[config.mk]
export PLATFORM = sky130hd
export DESIGN_NAME = maxpool_2x2_stream
export DESIGN_NICKNAME = d
export VERILOG_FILES = /design/src/rtl/npu_pkg.sv /design/src/rtl/maxpool_2x2_stream_max2.sv /design/src/rtl/maxpool_2x2_stream.sv
export SDC_FILE = /design/constraint.sdc
export NUM_CORES = 1
export LEC_CHECK = 0
export CAP_MARGIN = 20
export CORE_UTILIZATION = 56
export DETAILED_ROUTE_END_ITERATION = 8
export GPL_TIMING_DRIVEN = 0
export HOLD_SLACK_MARGIN = 0.03
export PLACE_DENSITY = 0.82
export REMOVE_ABC_BUFFERS = 1
export SLEW_MARGIN = 10
export SYNTH_ARGS = -nofsm -noshare
export SYNTH_HDL_FRONTEND = slang
export SYNTH_HIERARCHICAL = 1
export SYNTH_SLANG_ARGS = --single-unit
export TNS_END_PERCENT = 100
[constraint.sdc]
create_clock -name clk -period 4.3 [get_ports clk]
set_input_delay 0.86 -clock clk [delete_from_list [all_inputs] [get_ports clk]]
set_output_delay 0.86 -clock clk [all_outputs]
set_load 0.05 [all_outputs]
[src/rtl/npu_pkg.sv]
// Shared NPU definitions: default pixel width and a signed-compare helper
// that works for any operand width.
package npu_pkg;

  localparam int DATA_W_DEF = 8;

  // Decide a >= b for two's complement operands given only their sign bits
  // and the result of an unsigned compare of the full words. When the signs
  // differ, the non-negative operand is larger. When they match, the
  // unsigned order equals the signed order.
  function automatic logic signed_ge(input logic a_msb,
                                     input logic b_msb,
                                     input logic unsigned_ge);
    logic ge;
    if (a_msb != b_msb) begin
      ge = b_msb;
    end else begin
      ge = unsigned_ge;
    end
    return ge;
  endfunction

endpackage

[src/rtl/maxpool_2x2_stream_max2.sv]
// Combinational signed maximum of two DATA_W-bit operands.
module max2
  import npu_pkg::*;
#(
  parameter int DATA_W = DATA_W_DEF
) (
  input  logic [DATA_W-1:0] a,
  input  logic [DATA_W-1:0] b,
  output logic [DATA_W-1:0] y
);

  logic a_ge_b_s;

  // Select the larger operand; on a tie either one is the same value.
  always_comb begin
    a_ge_b_s = signed_ge(a[DATA_W-1], b[DATA_W-1], (a >= b));
    if (a_ge_b_s) begin
      y = a;
    end else begin
      y = b;
    end
  end

endmodule

[src/rtl/maxpool_2x2_stream.sv]
// Streaming 2x2 max-pooling over a raster-ordered image. Pairs of pixels in
// a row are reduced horizontally; even-row results are parked in a line
// buffer and combined with the matching odd-row result to emit one pooled
// pixel per 2x2 block.
module maxpool_2x2_stream
  import npu_pkg::*;
#(
  parameter int DATA_W = DATA_W_DEF,
  parameter int IMG_W  = 6,
  parameter int IMG_H  = 10
) (
  input  logic              clk,
  input  logic              reset,
  input  logic [DATA_W-1:0] in,
  input  logic              en,
  output logic [DATA_W-1:0] out,
  output logic              out_en,
  output logic              frame_done
);

  localparam int COL_W    = $clog2(IMG_W);
  localparam int ROW_W    = $clog2(IMG_H);
  localparam int LB_N     = IMG_W / 2;
  localparam int LB_IDX_W = (LB_N > 1) ? $clog2(LB_N) : 1;

  localparam logic [COL_W-1:0] COL_LAST = COL_W'(IMG_W - 1);
  localparam logic [ROW_W-1:0] ROW_LAST = ROW_W'(IMG_H - 1);
  localparam logic [COL_W-1:0] COL_ONE  = COL_W'(1);
  localparam logic [ROW_W-1:0] ROW_ONE  = ROW_W'(1);

  logic [COL_W-1:0]    col_r;
  logic [ROW_W-1:0]    row_r;
  logic [DATA_W-1:0]   hold_r;
  logic [DATA_W-1:0]   lb_r [LB_N];

  logic                col_odd_s;
  logic                row_odd_s;
  logic                col_last_s;
  logic                row_last_s;
  logic                pool_s;
  logic [LB_IDX_W-1:0] lb_idx_s;
  logic [DATA_W-1:0]   lb_rd_s;
  logic [DATA_W-1:0]   hmax_s;
  logic [DATA_W-1:0]   vmax_s;

  assign col_odd_s  = col_r[0];
  assign row_odd_s  = row_r[0];
  assign col_last_s = (col_r == COL_LAST);
  assign row_last_s = (row_r == ROW_LAST);
  assign pool_s     = en & row_odd_s & col_odd_s;
  assign lb_idx_s   = LB_IDX_W'(col_r >> 1);
  assign lb_rd_s    = lb_r[lb_idx_s];

  max2 #(.DATA_W(DATA_W)) u_hmax (
    .a (hold_r),
    .b (in),
    .y (hmax_s)
  );

  max2 #(.DATA_W(DATA_W)) u_vmax (
    .a (lb_rd_s),
    .b (hmax_s),
    .y (vmax_s)
  );

  // Raster position: column wraps into the row, row wraps into the next frame.
  always_ff @(posedge clk or posedge reset) begin
    if (reset) begin
      col_r <= {COL_W{1'b0}};
      row_r <= {ROW_W{1'b0}};
    end else if (en) begin
      if (col_last_s) begin
        col_r <= {COL_W{1'b0}};
        if (row_last_s) begin
          row_r <= {ROW_W{1'b0}};
        end else begin
          row_r <= row_r + ROW_ONE;
        end
      end else begin
        col_r <= col_r + COL_ONE;
      end
    end
  end

  // Capture the left pixel of each horizontal pair.
  always_ff @(posedge clk or posedge reset) begin
    if (reset) begin
      hold_r <= {DATA_W{1'b0}};
    end else if (en && !col_odd_s) begin
      hold_r <= in;
    end
  end

  // Park the even-row horizontal maxima; every entry is written before it
  // is read in the following odd row, so no reset is needed.
  always_ff @(posedge clk) begin
    if (en && !row_odd_s && col_odd_s) begin
      lb_r[lb_idx_s] <= hmax_s;
    end
  end

  // Register the pooled pixel and its one-cycle strobes.
  always_ff @(posedge clk or posedge reset) begin
    if (reset) begin
      out        <= {DATA_W{1'b0}};
      out_en     <= 1'b0;
      frame_done <= 1'b0;
    end else begin
      out_en     <= pool_s;
      frame_done <= pool_s & row_last_s & col_last_s;
      if (pool_s) begin
        out <= vmax_s;
      end
    end
  end

endmodule

==> metrics.txt <==
Multi-input gate area ~1300 µm²; fraction of registers with async set/reset 0.510; first-pass GRT wire length about 8000 µm; status complete, no violations; Seq/Total Area, Yosys 0.505; Root Driver clkbuf_8; TritonCTS clock tree done; flip-flop and latch count after synthesis a little under 50; crit end category register; Syn Area/Cell 12.6 µm²; Post-DP HPWL roughly 3300 µm; Final Hold Fails 0; Slew HR 0.477; Final setup viols 0; Final Max Tran Viols 0; Crit Path Max Fanout 7; core area around 4500 µm²; Post-synth EDFFs 24; cell area after synthesis about 2700 µm²; Detailed Route WL between 5000 and 6000 µm; Die Y between 70 and 80 µm; Max Cap Viol 0; worst path arrival time roughly 4.4 ns; FF+latch area approximately 1300 µm²; Die Footprint a little over 5000 µm²; Setup CP Type in2reg; CTS sink count between 40 and 50; via count about 1700; crit path time final ~4.2 ns; HP Class reg2reg; Tightest Pin Transition about 0.78 ns; Layout area overhead 20.0%; H-tree depth 2; DR pass1 iterations 4; # IOs 21; DR WL/cell 17.5 µm; Placed Cells between 200 and 300; total grt overflow 0; Hold Crit Depth 1; Post-Syn Instances 212; clock-pin slew on the worst setup and hold paths roughly 0.090 ns; initial antenna violation count 0; fmax ~0.24 GHz; vias in the first global route about 1700; clk_lat worst skew a little over 0.3 ns; Required @ worst endpoint ~4.5 ns; commonest register cell after synthesis dfrtp_1; gpl congestion ~0.76; filler cell count in the final layout 292; non-filler cells, final 293; clk_skew between 0.005 and 0.006 ns; type of origin of the critical path input port; Final period util 0.981; DP Area 2910 µm²; Initial Util 0.596; Worst Reg-to-Reg Cells 14; Yosys warnings 6; clk buf depth 2; number of antenna diodes 0; layout cells sized above 1 0.295; All-Layer GR Usage 0.222; Die Wd approximately 71 µm; Final Cell Area around 3200 µm²; largest net degree at the start of global routing 26; cts bufs inserted 5; std cell rows 24; count of cell types in the netlist 39; initial DRC count about 110; Via density around 5.8; nets 267; IO Port Bufs 20; Residual DRC 0; Hold Buf Count CTS 0; post-route ant nets 0
==> Yosys cell counts, types with 2 or more instances <==
cell | number | area share
buf_6 | 2 | 0.0085
mux2i_1 | 8 | 0.030
mux2_2 | 23 | 0.097
mux2_4 | 9 | 0.051
a21oi_1 | 5 | 0.0094
ha_1 | 16 | 0.075
buf_4 | 2 | 0.0056
nor2_1 | 6 | 0.0085
o21ai_0 | 10 | 0.019
nor2b_1 | 3 | 0.0070
inv_1 | 28 | 0.039
a211oi_1 | 4 | 0.011
nand2_1 | 12 | 0.017
nand4_1 | 2 | 0.0047
o221ai_1 | 2 | 0.0066
nor3_1 | 3 | 0.0056
a21o_1 | 2 | 0.0056
nand2b_1 | 2 | 0.0047
o21ai_2 | 2 | 0.0066
o21ai_1 | 2 | 0.0038
dfrtp_1 | 25 | 0.23
buf_2 | 2 | 0.0038
edfxtp_1 | 24 | 0.27
a221oi_4 | 2 | 0.020
nor3b_2 | 2 | 0.0094
==> repair_timing <==
item,in CTS,in global routing
resized for setup,14,16
gates cloned,0,0
pin swaps,4,7
setup endpoints to repair,8,7
setup buffers,4,1
==> per-layer routing <==
| metal | GRT usage | wire (µm) | vias to the layer above |
|---|---|---|---|
| met5 | 0 | 0 | - |
| met4 | 0.104 | 120 | 0 |
| met3 | 0.0413 | 208 | 10 |
| met2 | 0.386 | 2600 | 47 |
| met1 | 0.268 | 2190 | 829 |
| li1 | - | - | 810 |
==> through the flow <==
stage / TNS (ns) / worst slack, ns / util / hold slack [ns]
global placement: -4.85 / -0.676 / 0.643 / 0.492
finish: 0 / 0.0807 / 0.714 / 0.514
floorplan: 0 / 0.363 / - / 0.499
global route: -0.0803 / -0.0233 / 0.714 / 0.533
CTS: 0 / 0.00979 / 0.697 / 0.516
detailed placement: -5.96 / -0.812 / 0.650 / 0.492
==> final cells by class <==
class | count | area share
Clock buffer | 6 | 0.0227
Tap cell | 52 | 0.0204
Sequential cell | 49 | 0.421
Clock inverter | 2 | 0.0106
Timing Repair Buffer | 28 | 0.0932
Multi-Input combinational cell | 128 | 0.399
Inverter | 28 | 0.0329
==> layout by cell type, fill, tap and decap left out, drive strengths merged, types with 3 or more instances in the layout <==
master / instances
edfxtp: 24
mux2i: 8
dfrtp: 25
nor2: 6
a211oi: 4
mux2: 32
nor3: 3
inv: 28
clkdlybuf4s50: 15
nand2: 13
buf: 8
nor2b: 3
a21oi: 5
ha: 16
dlymetal6s2s: 4
o21ai: 14
clkbuf: 7
==> cells by family after synthesis <==
| family | count (synthesis) | share of synthesized area |
|---|---|---|
| mux | 40 | 0.178 |
| fa+ha+maj | 16 | 0.0751 |
| xor+xnor | 3 | 0.0127 |
| simple gates | 38 | 0.0826 |
| compound gates | 31 | 0.0878 |
| flops | 49 | 0.505 |
| buf+inv | 35 | 0.0587 |
==> flip-flops by register name (all words and copies together), names as in the netlist <==
register,count
out,8
lb_r,24
frame_done,1
col_r,3
row_r,4
hold_r,8
out_en,1
==> path summary, 6_finish.rpt <==
path	start	end	slack, ns
max reg2reg	hold_r[7]	out[3]	0.58
min	out[4]	out[4]	0.51
min in group asynchronous	reset	hold_r[7]	0.90
min reg2reg	out[4]	out[4]	0.51
max	in[3]	out[3]	0.08
max in group asynchronous	reset	out[3]	2.89
==> critical path: stages <==
cell and delay [ns]:
clkdlybuf4s50_1 0.51, inv_1 0.06, ha_1 0.28, inv_1 0.11
nor2_4 0.07, a221oi_4 0.33, buf_12 0.17, mux2_4 0.32
inv_1 0.08, ha_1 0.25, nand4_1 0.22, nor2_4 0.07
a221oi_4 0.32, buf_12 0.17, mux2_2 0.34, mux2_4 0.26
Power is not shown: default switching activity piles up to over one toggle a cycle in this logic, so the estimate is an artifact.
